### src/rtl/drive_pkg.sv
// Shared types and constants for the drive scheduler and its command handshake.
package drive_pkg;

    typedef enum logic [1:0] {
        ModeStop   = 2'd0,
        ModeManual = 2'd1,
        ModeSearch = 2'd2,
        ModeTrack  = 2'd3
    } mode_e;

    typedef enum logic [2:0] {
        MotorStop  = 3'd0,
        MotorFwd   = 3'd1,
        MotorBack  = 3'd2,
        MotorLeft  = 3'd3,
        MotorRight = 3'd4
    } motor_cmd_e;

    localparam logic [2:0] IR_NONE   = 3'd0;
    localparam logic [2:0] IR_FWD    = 3'd1;
    localparam logic [2:0] IR_BACK   = 3'd2;
    localparam logic [2:0] IR_LEFT   = 3'd3;
    localparam logic [2:0] IR_RIGHT  = 3'd4;
    localparam logic [2:0] IR_STOP   = 3'd5;
    localparam logic [2:0] IR_AUTO   = 3'd6;
    localparam logic [2:0] IR_MANUAL = 3'd7;

    localparam logic [2:0] DIR_LEFT   = 3'b100;
    localparam logic [2:0] DIR_CENTRE = 3'b010;
    localparam logic [2:0] DIR_RIGHT  = 3'b001;

    // Command word is {motion, speed}.
    localparam int unsigned CmdW = 4;

    function automatic logic [3:0] sat_inc4(input logic [3:0] v);
        return (v == 4'hf) ? v : v + 4'd1;
    endfunction

endpackage

### src/rtl/cmd_handshake.sv
// Registered valid/ready command port: offers a new word only when it differs
// from the last accepted one, and freezes while the receiver stalls.
module cmd_handshake #(
    parameter int unsigned Width = 4
) (
    input  logic             clk_i,
    input  logic             rst_i,
    input  logic [Width-1:0] desired_i,
    input  logic             ready_i,
    output logic             valid_o,
    output logic [Width-1:0] data_o
);

    logic             valid_q, valid_d;
    logic [Width-1:0] data_q, data_d;
    logic [Width-1:0] last_q, last_d;

    always_comb begin
        valid_d = valid_q;
        data_d  = data_q;
        last_d  = last_q;
        if (valid_q) begin
            if (ready_i) begin
                last_d  = data_q;
                valid_d = 1'b0;
            end
        end else if (desired_i != last_q) begin
            data_d  = desired_i;
            valid_d = 1'b1;
        end
    end

    always_ff @(posedge clk_i) begin
        if (rst_i) begin
            valid_q <= 1'b0;
            data_q  <= '0;
            last_q  <= '0;
        end else begin
            valid_q <= valid_d;
            data_q  <= data_d;
            last_q  <= last_d;
        end
    end

    assign valid_o = valid_q;
    assign data_o  = data_q;

endmodule

### src/rtl/drive_scheduler.sv
// Motion mode controller: arbitrates IR remote, target classifier and loudness
// flag, and is the sole originator of motor commands.
module drive_scheduler
    import drive_pkg::*;
#(
    parameter int unsigned MANUAL_TIMEOUT = 50_000_000,
    parameter int unsigned CONFIRM_FRAMES = 3,
    parameter int unsigned LOST_FRAMES    = 8
) (
    input  logic       clk,
    input  logic       resend,
    input  logic [2:0] ir_cmd,
    input  logic       ir_toggle,
    input  logic       frame_tick,
    input  logic [2:0] direction,
    input  logic       orange_detected,
    input  logic       fast,
    input  logic       cmd_ready,
    output logic       cmd_valid,
    output logic [2:0] motor_cmd,
    output logic       speed_fast,
    output logic [1:0] mode
);

    localparam int unsigned TimerW = $clog2(MANUAL_TIMEOUT + 1);
    localparam logic [TimerW-1:0] TimerLoad = TimerW'(MANUAL_TIMEOUT);
    localparam logic [3:0] ConfirmTarget = 4'(CONFIRM_FRAMES);
    localparam logic [3:0] LostTarget    = 4'(LOST_FRAMES);

    mode_e             mode_q, mode_d;
    motor_cmd_e        motion_q, motion_d;
    logic [TimerW-1:0] timer_q, timer_d;
    logic [3:0]        confirm_q, confirm_d;
    logic [3:0]        miss_q, miss_d;
    logic              toggle_q;

    logic       press;
    logic       dir_valid;
    motor_cmd_e dir_motion;
    motor_cmd_e desired_motion;
    logic       desired_speed;
    logic [CmdW-1:0] cmd_data;

    // Code 0 is treated as no press so frame counting proceeds normally.
    assign press = (ir_toggle != toggle_q) && (ir_cmd != IR_NONE);

    always_ff @(posedge clk) begin
        toggle_q <= ir_toggle;
        if (resend) begin
            mode_q    <= ModeStop;
            motion_q  <= MotorStop;
            timer_q   <= '0;
            confirm_q <= '0;
            miss_q    <= '0;
        end else begin
            mode_q    <= mode_d;
            motion_q  <= motion_d;
            timer_q   <= timer_d;
            confirm_q <= confirm_d;
            miss_q    <= miss_d;
        end
    end

    always_comb begin
        dir_valid  = 1'b1;
        dir_motion = MotorFwd;
        case (direction)
            DIR_LEFT:   dir_motion = MotorLeft;
            DIR_CENTRE: dir_motion = MotorFwd;
            DIR_RIGHT:  dir_motion = MotorRight;
            default:    dir_valid  = 1'b0;
        endcase
    end

    always_comb begin
        mode_d    = mode_q;
        motion_d  = motion_q;
        timer_d   = timer_q;
        confirm_d = confirm_q;
        miss_d    = miss_q;
        if (press) begin
            // A press overrides any frame event in the same cycle.
            confirm_d = '0;
            miss_d    = '0;
            case (ir_cmd)
                IR_STOP: begin
                    mode_d   = ModeStop;
                    motion_d = MotorStop;
                end
                IR_AUTO: begin
                    mode_d   = ModeSearch;
                    motion_d = MotorRight;
                end
                IR_MANUAL: begin
                    mode_d   = ModeManual;
                    motion_d = MotorStop;
                    timer_d  = '0;
                end
                default: begin
                    mode_d   = ModeManual;
                    motion_d = motor_cmd_e'(ir_cmd);
                    timer_d  = TimerLoad;
                end
            endcase
        end else begin
            unique case (mode_q)
                ModeStop: begin
                    motion_d = MotorStop;
                end
                ModeManual: begin
                    if (timer_q != '0) begin
                        timer_d = timer_q - TimerW'(1);
                    end else begin
                        motion_d = MotorStop;
                    end
                end
                ModeSearch: begin
                    // Holding right here gives TRACK a sane motion until a direction arrives.
                    motion_d = MotorRight;
                    if (frame_tick) begin
                        if (orange_detected) begin
                            confirm_d = sat_inc4(confirm_q);
                            if (confirm_d >= ConfirmTarget) begin
                                mode_d    = ModeTrack;
                                confirm_d = '0;
                                miss_d    = '0;
                            end
                        end else begin
                            confirm_d = '0;
                        end
                    end
                end
                ModeTrack: begin
                    if (dir_valid) begin
                        motion_d = dir_motion;
                    end
                    if (frame_tick) begin
                        if (!orange_detected) begin
                            miss_d = sat_inc4(miss_q);
                            if (miss_d >= LostTarget) begin
                                mode_d    = ModeSearch;
                                miss_d    = '0;
                                confirm_d = '0;
                            end
                        end else begin
                            miss_d = '0;
                        end
                    end
                end
            endcase
        end
    end

    always_comb begin
        desired_motion = MotorStop;
        desired_speed  = 1'b0;
        unique case (mode_q)
            ModeStop: begin
                desired_motion = MotorStop;
                desired_speed  = 1'b0;
            end
            ModeManual: begin
                desired_motion = motion_q;
                desired_speed  = fast;
            end
            ModeSearch: begin
                desired_motion = MotorRight;
                desired_speed  = 1'b0;
            end
            ModeTrack: begin
                desired_motion = motion_q;
                desired_speed  = fast;
            end
        endcase
    end

    cmd_handshake #(
        .Width(CmdW)
    ) u_cmd_handshake (
        .clk_i    (clk),
        .rst_i    (resend),
        .desired_i({desired_motion, desired_speed}),
        .ready_i  (cmd_ready),
        .valid_o  (cmd_valid),
        .data_o   (cmd_data)
    );

    assign motor_cmd  = cmd_data[3:1];
    assign speed_fast = cmd_data[0];
    assign mode       = mode_q;

endmodule

### config.mk
export PLATFORM = sky130hd
export DESIGN_NAME = drive_scheduler
export DESIGN_NICKNAME = d
export VERILOG_FILES = /design/src/rtl/drive_pkg.sv /design/src/rtl/cmd_handshake.sv /design/src/rtl/drive_scheduler.sv
export SDC_FILE = /design/constraint.sdc
export NUM_CORES = 1
export LEC_CHECK = 0
export CORE_ASPECT_RATIO = 1.2
export CORE_UTILIZATION = 30
export DETAILED_ROUTE_END_ITERATION = 8
export GPL_TIMING_DRIVEN = 0
export PLACE_DENSITY = 0.46
export SETUP_SLACK_MARGIN = 0.15
export SKIP_CTS_REPAIR_TIMING = 1
export SYNTH_ARGS = -nofsm -noshare
export SYNTH_HDL_FRONTEND = slang
export SYNTH_SLANG_ARGS = --single-unit
### constraint.sdc
create_clock -name clk -period 5.3 [get_ports clk]
set_clock_uncertainty 0.15 [all_clocks]
set_input_delay 1.59 -clock clk [delete_from_list [all_inputs] [get_ports clk]]
set_output_delay 1.59 -clock clk [all_outputs]
set_load 0.02 [all_outputs]
Word-level counts from Yosys, hierarchy flattened. Cells that the tools add are included.

Register bits: 49. Bits of input ports: 13. Output and inout port bits: 7. Logic and storage cells: 105.

$add $sub $neg: 3. Magnitude comparators: 2. Eq/ne operators: 28. Multiplexer cells: 41. Bitwise operators: 1. Reduce and logical (&&, ||, !) cells: 21.

Operators by type and width (count): 26-bit 2-to-1 mux (3); 4-bit 2-to-1 mux (14); 26-bit case mux with 2 select lines (1); 26-bit nonzero test (1); 26-bit by 1-bit subtractor with 26-bit output (second input constant) (1); 3-bit != test (second input constant) (8); 4-bit case mux with 2 select lines (2); 2-bit 2-to-1 mux (7); 2-bit != test (second input constant) (7); 3-bit equality test (second input constant) (4); 3-bit case mux with 2 select lines (2); 3-bit case mux with 4 select lines (1); 5-bit AND reduction (2); 2-bit OR reduction (5); 3-bit 2-to-1 mux (3); 3-bit case mux with 3 select lines (1); 4-bit by 1-bit adder with 4-bit output (second input constant) (2); 4-bit equality test (second input constant) (2); 2-bit case mux with 2 select lines (2); 7-bit AND reduction (1); 2-bit AND reduction (3); 2-bit nonzero test (3); 3-bit nonzero test (2); 2-bit equality test (second input constant) (2); 14 further kinds (17).

Longest topological paths before layout. Gate-level depths: netlist of run 1.

Depth after elaboration: 8. Depth in mapped cells: 8. Gate-level depth less buffers: 7.

Cells and area by module. A second synthesis of run 1 with hierarchy kept.

Cell total of the unflattened synthesis: 361. Area total of the unflattened synthesis: 2967.8 µm².

By module, submodules not included: drive_scheduler (times used 1, cells each 317, area each 2560.0 µm², seq. area each 800.8 µm²); cmd_handshake (times used 1, cells each 44, area each 407.9 µm², seq. area each 180.2 µm²).

Worst setup path before layout of run 1. No wires, ideal clock.

Kind: input -> register. From: in ir_cmd[1]. To: reg timer_q[11]. Setup time: 128 ps. Data arrival time: 3076 ps. Required time: 5022 ps. Path slack: 1946 ps. Cell stages on the path: 7. Buffers on the path: 1. Cells stage by stage: buf_2 -> nor3_2 -> o21ai_0 -> a311o_4 -> a2111oi_2 -> xnor2_1 -> nor2_1.

Cells in the longest elaborated chain, start to end: 4. Elaborated cells between the ends (all ways): 10. Classes of those cells: eq/ne (3); mux (1); reduce/logical (6).

RTL lines: from (decl) (line drive_scheduler.sv:12) `input logic [2:0] ir_cmd,`; 3-bit equality test / 3-bit nonzero test (equally long branches) (line drive_scheduler.sv:85, drive_scheduler.sv:45); 2-bit OR reduction (no source line) / 1-bit logical AND (equally long branches); 2-bit != test (no source line) / 2-bit nonzero test (equally long branches); 3-bit AND reduction (no source line); to (signal assigned) (line drive_scheduler.sv:58) `timer_q <= timer_d;`; to (decl) (line drive_scheduler.sv:32) `logic [TimerW-1:0] timer_q, timer_d;`.

Parallel ways exist; a longest one is shown, timed or not. A chain may end at the register's enable or synchronous reset.

Final worst setup path of run 1.
From: in ir_toggle. To: reg timer_q[23].

Cells in the longest elaborated chain, start to end: 4. Elaborated cells between the ends (all ways): 7. Classes of those cells: eq/ne (2); mux (1); reduce/logical (4).

RTL lines: from (decl) (line drive_scheduler.sv:13) `input logic ir_toggle,`; 1-bit != test * (line drive_scheduler.sv:45) `assign press = (ir_toggle != toggle_q) && (ir_cmd != IR_NONE);`; 1-bit logical AND * (line drive_scheduler.sv:45); 2-bit != test (no source line) / 2-bit nonzero test (equally long branches); 3-bit AND reduction (no source line).

Mark *: on every way between the ends. The rest lies on a longest branch, timed or not.

==> results by stage, run 1 <==
Setup path:
- For the worst setup path, the data arrival time is between 3 and 4 ns.
- The worst setup slack for register-to-register paths is about 2.7 ns.
- STA classifies the critical path endpoint as a flop.
- The stage delay of the slowest cell on the critical path is between 0.4 and 0.5 ns.
- The worst path buffer plus inverter count is 2.
- STA classifies the critical path startpoint as an input pin.
- The kind of cell with the highest combined delay along the critical path is compound AO/OA/AOI/OAI gates.
- The critical path goes through clkdlybuf4s50_1, xnor2_2, o21ai_0, a311o_4, nand2_1, clkbuf_1, o21ai_0, a21oi_1.
- The endpoint identified for the worst register-to-register timing path is timer_q[23].
- The cell with the largest stage delay on the worst path is sky130_fd_sc_hd__a311o_4.
- By startpoint and endpoint, the worst setup path is classified as input pin to flop.
- Counting cells, the worst reg-to-reg path comes to 7.
- At the worst endpoint, the required time is 5.38 ns.
- In this run the worst path has a maximum fanout of 10.
- The start of the worst register-to-register path is timer_q[15].
- In this design, the critical path's most frequently occurring cell is sky130_fd_sc_hd__o21ai_0.

Route:
- The number of detailed-route iterations in the first pass is 5.
- The routed via count is 2,557.
- The final layout contains routed wiring with a total length of about 7200 µm.
- The count of unresolved DRC violations after routing is 0.
- Once detail routing completed, the nets flagged for antenna violations numbered 0.
- The average via count per standard cell is ~5.3.
- The average wire length per cell after detail routing is approximately 15 µm.
- The violation count after the first detailed-route iteration is between 100 and 150.

Timing:
- For the final routed database, the setup TNS stands at 0 ns.
- The final hold violation count is 0.
- The period utilization is between 70% and 80%.
- The highest achievable clock rate is 0.265 GHz.
- The setup violation total in the final timing report is 0.
- The final worst hold slack is approximately 0.34 ns.
- Headroom to the max-slew limit came out at 38.3%.
- The final period demand of the worst path is 3.77 ns.
- The transition time of the tightest slew-check pin is 0.902 ns.
- Setup repair after global routing left no endpoint under its margin.
- The number of pins exceeding their max-slew limit in the final report is 0.

Floorplan:
- In this run the horizontal extent of the chip is ~90 µm.
- The total die area is 9620 µm².
- Pin placement for this block handled 20 I/O pins.
- The die span in y is around 110 µm.
- The initialized floorplan defines 38 standard-cell rows.
- The core region area is about 9000 µm².
- Once the floorplan was initialized, standard cells occupied a little under a third of the core.

Synth:
- Summing the sequential cell areas from Yosys gives approximately 35% of the chip area.
- The number of standard cells after synthesis is ~340.
- The number of flops mapped to enable cells by yosys is 0.
- The mapped netlist covers around 2800 µm².
- In this run the mean area of a mapped cell was 8.08 µm².
- The net count of the mapped netlist is between 300 and 400.
- The warning count from the yosys run is 0.
- The synthesized design contains between 40 and 50 register bits.
- After synthesis, the netlist uses 56 different library cells.
- The flip-flop cell with the highest count after synthesis is sky130_fd_sc_hd__dfxtp_1.
- The fraction of synthesis flops using an asynchronous set or reset pin is 0%.

Global route:
- The number of global-route vias before repair is between 2k and 2.5k.
- The initial antenna violation count is 0.
- The global-route wire length before repair is between 10,000 and 15,000 µm.
- The total overflow reported by the global router is 0.
- The global routing usage summed across all routing layers is between 15 and 20%.
- Entering global routing, the biggest net connects 15 pins.

Placement:
- The instance area after placement is around 3100 µm².
- The quantity of I/O buffers inserted on ports is 16.
- Once detailed placement completed, the half-perimeter wirelength came to 5080 µm.
- The final weighted congestion in routability-driven placement is around 0.80.

Final layout:
- In the final design database the tool counted approximately 380 nets.
- Compared with the post-synthesis result, the final layout area differs by 14.2%.
- Of the cells placed in the final design, the portion with a size suffix greater than 1 is between 10% and 20%.
- The count of antenna diodes in the layout is 0.
- The finished cells cover around 3200 µm².
- After filler insertion, the fill cell instance count of the layout stands at 960.

Power and ir drop:
- For this design the ratio of total power to cell area is around 350 nW/µm².
- IR analysis of the VDD net gives a maximum drop of 0.131 mV.
- The leakage power is about 1.1 nW.

Clock tree:
- The buffer cell driving the clock tree root is sky130_fd_sc_hd__clkbuf_8.
- TritonCTS built the clock tree.
- The total clock buffers created by CTS is 5.
- The worst-skew pair later-pin latency is a little over 0.3 ns.
- The clock transition at the registers of the reported paths is 0.09 ns.
- The CTS sink count is 49.
- Counting along the longest clock path gives a buffer depth of 2.
- The total number of H-tree levels is 2.

Status:
- The flow ran to the end, and the final reports show no timing, DRC or antenna violations.

Worst hold path:
- The startpoint of the lowest-slack hold path is timer_q[21].
- The number of stages on the worst hold path is 2.
- The worst min-delay path category is flop to flop.
- For hold timing, the worst endpoint is timer_q[21].

Job:
- The max-capacitance violation count is 0.
[cells in the mapped netlist, types with 5 or more instances]
master	n	area [µm²]
sky130_fd_sc_hd__dfxtp_1	49	981
sky130_fd_sc_hd__nor2_1	42	158
sky130_fd_sc_hd__a21oi_1	38	190
sky130_fd_sc_hd__nand2_1	26	97.6
sky130_fd_sc_hd__o21ai_0	16	80.1
sky130_fd_sc_hd__nand3_1	15	75.1
sky130_fd_sc_hd__xnor2_1	14	123
sky130_fd_sc_hd__clkbuf_1	12	45.0
sky130_fd_sc_hd__inv_1	10	37.5
sky130_fd_sc_hd__o21ai_1	9	45.0
sky130_fd_sc_hd__nor3_1	7	35.0
sky130_fd_sc_hd__nor4_1	6	37.5
sky130_fd_sc_hd__a211oi_2	5	62.6
sky130_fd_sc_hd__a31oi_1	5	31.3
sky130_fd_sc_hd__nand2b_1	5	31.3
[flip-flops by register name, indices dropped and copies added, names as in the netlist]
signal	flops
u_cmd_handshake.data_o	4
u_cmd_handshake.valid_o	1
mode	2
motion_q	3
timer_q	26
u_cmd_handshake.last_q	4
miss_q	4
toggle_q	1
confirm_q	4
[tightest hold or removal path, stage by stage (launching register included)]
cell,delay (ns)
sky130_fd_sc_hd__dfxtp_1,0.32
sky130_fd_sc_hd__o21ai_1,0.07
sky130_fd_sc_hd__a21oi_1,0.06
[where the power goes]
group	internal (mW)	switching (mW)	total, mW
combinational	0.183	0.256	0.439
clock	0.0939	0.131	0.225
sequential	0.407	0.0422	0.449
[stage by stage]
step / total power [mW] / utilization, % / std cells / setup WS [ns]
after floorplan: 0.788 / - / 343 / 1.95
after global placement: 0.895 / 34.3 / 479 / 1.23
after detailed placement: 0.895 / 34.3 / 479 / 1.22
after CTS: 1.13 / 35.2 / 487 / 1.54
after global routing: 1.19 / 35.2 / 487 / 1.34
final: 1.11 / 35.2 / 487 / 1.53
[worst max-delay path by stage]
stage | cells past startpoint | endpoint | from | slack [ns]
global placement | 8 | timer_q[23] | ir_toggle | 1.23
CTS | 8 | timer_q[23] | ir_toggle | 1.54
finish | 8 | timer_q[23] | ir_toggle | 1.53
detailed placement | 8 | timer_q[23] | ir_toggle | 1.22
floorplan | 7 | timer_q[11] | ir_cmd[1] | 1.95
global route | 8 | timer_q[23] | ir_toggle | 1.34
[cells in the final DEF, fill, tap and decap left out, drive strengths merged, types with 3 or more instances in the layout]
cell,instances
a2111oi,5
a211oi,9
a21oi,38
a2bb2oi,3
a31oi,5
and2,5
and3,4
buf,7
clkbuf,19
clkdlybuf4s50,16
dfxtp,49
ha,4
inv,10
mux2i,4
nand2,26
nand2b,5
nand3,16
nand4,3
nor2,42
nor2b,3
nor3,8
nor4,7
o211ai,3
o21ai,26
o22ai,3
o31ai,3
xnor2,15
xor2,4
[cells by family after synthesis]
group | count (synthesis) | share of synthesized area (%)
compound gates | 104 | 25.2
simple gates | 134 | 24.8
flops | 49 | 35.4
fa+ha+maj | 4 | 1.81
xor+xnor | 19 | 6.28
buf+inv | 29 | 5.10
mux | 4 | 1.45
[area by class of cell]
class / instances / area, µm² / share of cell area (%)
clock buffer: 7 / 76.3 / 2.41
clock inverter: 1 / 7.51 / 0.237
multi-input combinational: 265 / 1650 / 52.1
inverter: 10 / 37.5 / 1.19
tap: 120 / 150 / 4.74
buffer: 19 / 104 / 3.28
timing repair buffer: 16 / 160 / 5.06
sequential: 49 / 981 / 31.0
[per-layer routing]
| metal | GRT usage, % | part of all wire [%] | up-vias |
|---|---|---|---|
| met5 | 0 | 0 | - |
| met4 | 5.85 | 1.6 | 0 |
| met3 | 2.47 | 2.7 | 7 |
| met2 | 27.2 | 47 | 44 |
| met1 | 19.2 | 49 | 1217 |
| li1 | - | - | 1289 |
(Power assumes the default switching activity.)
==> run 2, diff against run 1 <==
Settings changed: PLACE_DENSITY 0.46 to 0.48.
Clock period 5.3 ns to 3.3 ns, I/O delays scaled along.
==> results by stage, run 2 (synthesized netlist as in run 1, its figures left out) <==
Status:
- The run finished with clean final reports.

Route:
- The routed via count came to 2,520 (-1.4%).
- The count of unresolved DRC violations after routing is 0 (unchanged).
- The amount of wire on met2 after detailed routing is 3460 µm (+1.7%).
- The length of routed wiring on met1 is 3340 µm (-4.8%).
- The number of routed nets with antenna violations is 0 (unchanged).
- The number of detailed-route iterations in the first pass is 4 (-1).
- The average wire length per cell after detail routing was 14.4 µm (-2.8%).
- The wire length on met3 came to 149 µm (-22%).
- The violation count after the first detailed-route iteration is 120 (+11%).
- The average via count per standard cell came to 5.17 (-1.4%).
- The final routed wirelength across all metal layers is 7010 µm (-2.8%).
- The uppermost layer routed is met4.

Clock tree:
- The CTS sink count was 49 (unchanged).
- The clock tree from TritonCTS is done.
- The total clock buffers created by CTS is 5 (unchanged).
- In this run the clock root is driven by a sky130_fd_sc_hd__clkbuf_8.
- The worst-skew pair later-pin latency is 0.31 ns (about the same).
- The total number of H-tree levels is 2 (unchanged).
- The clock transition at the registers of the reported paths is 0.09 ns (about the same).
- The maximum buffer depth of the clock tree came to 2 (unchanged).

Floorplan:
- The total die area is 9620 µm² (unchanged).
- The core region area came to 8990 µm² (unchanged).
- The row count is 38 (unchanged).
- The count of boundary I/O pins is 20 (unchanged).
- The die span in y was 107 µm (unchanged).
- The die outline width is 89.7 µm (unchanged).
- The effective utilization at floorplan is 30.8% (unchanged).

Timing:
- The setup violation total in the final timing report was 0 (unchanged).
- The final period demand of the worst path is around 3 ns.
- The worst setup slack after layout is 0.299 ns (-1.23 ns).
- The final hold violation count is 0 (unchanged).
- The number of pins exceeding their max-slew limit in the final report was 0 (unchanged).
- The period utilization is 90.9%.
- The highest achievable clock rate is approximately 0.33 GHz.
- The relative slew slack is 41.0% (+2.7 points).
- Setup repair after global routing left no endpoint under its margin.
- The transition time of the tightest slew-check pin was 0.863 ns (-0.0388 ns).

Setup path:
- On the critical path the largest part of the delay comes from compound AO/OA/AOI/OAI gates.
- The data required time of the critical path is 3.33 ns (-2.05 ns).
- The data arrival time at the worst-slack endpoint came to 3.03 ns (-0.83 ns).
- The stage delay of the slowest cell on the critical path is 0.49 ns (about the same).
- The kind of launch point of the worst setup path is an input pin.
- The worst path buffer plus inverter count came to 1 (-1).
- The endpoint class of the critical path is a flop.
- The critical path class is input pin to flop.
- Traced cell by cell, the critical path runs through clkdlybuf4s50_1, xnor2_2, o21ai_0, a311o_4, a2111oi_2, xnor2_1, nor2_1.
- The cell with the largest stage delay on the worst path is sky130_fd_sc_hd__clkdlybuf4s50_1.
- The top fanout value on the critical path is 8 (-2).

Job:
- The max-capacitance violation count is 0 (unchanged).

Global route:
- The number of global-route vias before repair is 2,390 (-4.2%).
- The global routing usage summed across all routing layers is 14.5% (-1.1 points).
- The pin count of the biggest net entering global routing is 16 (+1).
- The global-route wire length before repair is 11,300 µm (-7.0%).
- The initial antenna violation count is 0 (unchanged).
- The total overflow reported by the global router is 0 (unchanged).

Placement:
- The post-placement cell count is 479 (unchanged).
- The post-DP HPWL is 5080 µm (about the same).
- The final weighted congestion in routability-driven placement is 0.804 (+0.39%).
- The quantity of I/O buffers inserted on ports is 16 (unchanged).
- The worst-case setup slack after placement is -0.135 ns (-1.35 ns).

Power and ir drop:
- The sequential power share came to 37.2% (-3.2 points).
- The combinational power share is 36.3% (-3.1 points).
- The leakage power is 1.14 nW (+3.2%).
- The cell-internal power came to 1.25 mW (+83%).
- The switching power is 0.693 mW (+62%).
- The total power was 1.94 mW (+75%).
- The highest ir drop seen on vdd came to 0.166 mV (+26%).
- The clock share of power is 26.5% (+6.3 points).
- The switching share of total power was 35.7% (-2.9 points).
- The total power per unit cell area is 604 nW/µm² (+72%).

Final layout:
- The library cell used most frequently in the layout, excluding fill and tap cells, is sky130_fd_sc_hd__dfxtp_1.
- The fraction of layout instances using a drive strength above 1 is 11.7% (+1.1 points).
- The final standard cell count with taps included and fillers excluded is 487 (unchanged).
- Leaving out fill and tap cells, the most frequent cells in the layout are sky130_fd_sc_hd__dfxtp_1, sky130_fd_sc_hd__nor2_1, sky130_fd_sc_hd__a21oi_1, sky130_fd_sc_hd__nand2_1.
- The signed area change from the synthesized netlist to the final layout is 16.1%.
- Ranked by flip-flop count, first place goes to timer_q.
- The count of antenna diodes in the layout came to 0 (unchanged).
- The flip-flop count of the largest register, all copies and words added was 26 (unchanged).
- The net count reported at finish was 383 (unchanged).

Worst hold path:
- The tightest min-delay check is of the flop to flop type.
-- run 2: area by class of cell --
cell class                      count  area [µm²]
Buffer                             19         106
Clock buffer                        5        68.8
Clock inverter                      3        65.1
Fill cell                         948        5770
Inverter                           10        37.5
Multi-Input combinational cell    265        1650
Sequential cell                    49         981
Tap cell                          120         150
Timing Repair Buffer               16         160
-- run 2: worst paths after layout --
path | startpoint | to | slack, ns | cells past startpoint
setup reg to reg | timer_q[15] | timer_q[23] | 0.74 | 7
setup / recovery | ir_toggle | timer_q[24] | 0.30 | 7
hold / removal | timer_q[21] | timer_q[21] | 0.33 | 2
hold reg to reg | timer_q[21] | timer_q[21] | 0.33 | 2
-- run 2: metal layers --
metal	track usage, %	up-vias
li1	-	1280
met1	17.4	1197
met2	26.8	37
met3	2.19	6
met4	3.86	0
met5	0	-
-- run 2: power by group through the flow --
stage | clock network (mW) | registers [mW] | logic (mW)
after floorplan | 0 | 0.725 | 0.540
after global placement | 0 | 0.736 | 0.700
after detailed placement | 0 | 0.735 | 0.701
after CTS | 0.527 | 0.722 | 0.705
after global routing | 0.556 | 0.732 | 0.778
final | 0.515 | 0.723 | 0.706
-- run 2: per-stage QoR --
stage / area, µm² / hold slack, ns / TNS (ns) / util (%)
floorplan: 2770 / 0.300 / 0 / -
global placement: 3080 / 0.320 / -1.13 / 34.3
CTS: 3210 / 0.336 / 0 / 35.8
detailed placement: 3080 / 0.323 / -1.18 / 34.3
finish: 3220 / 0.335 / 0 / 35.8
global route: 3220 / 0.355 / 0 / 35.8
-- run 2: worst reg2reg max path, cell delays in order, from the launching register on --
cell                       delay, ns
sky130_fd_sc_hd__dfxtp_1        0.38
sky130_fd_sc_hd__nor4_1         0.62
sky130_fd_sc_hd__and2_1         0.35
sky130_fd_sc_hd__a311o_4        0.36
sky130_fd_sc_hd__nand2_1        0.12
sky130_fd_sc_hd__clkbuf_2       0.25
sky130_fd_sc_hd__o21ai_0        0.13
sky130_fd_sc_hd__a21oi_1        0.08
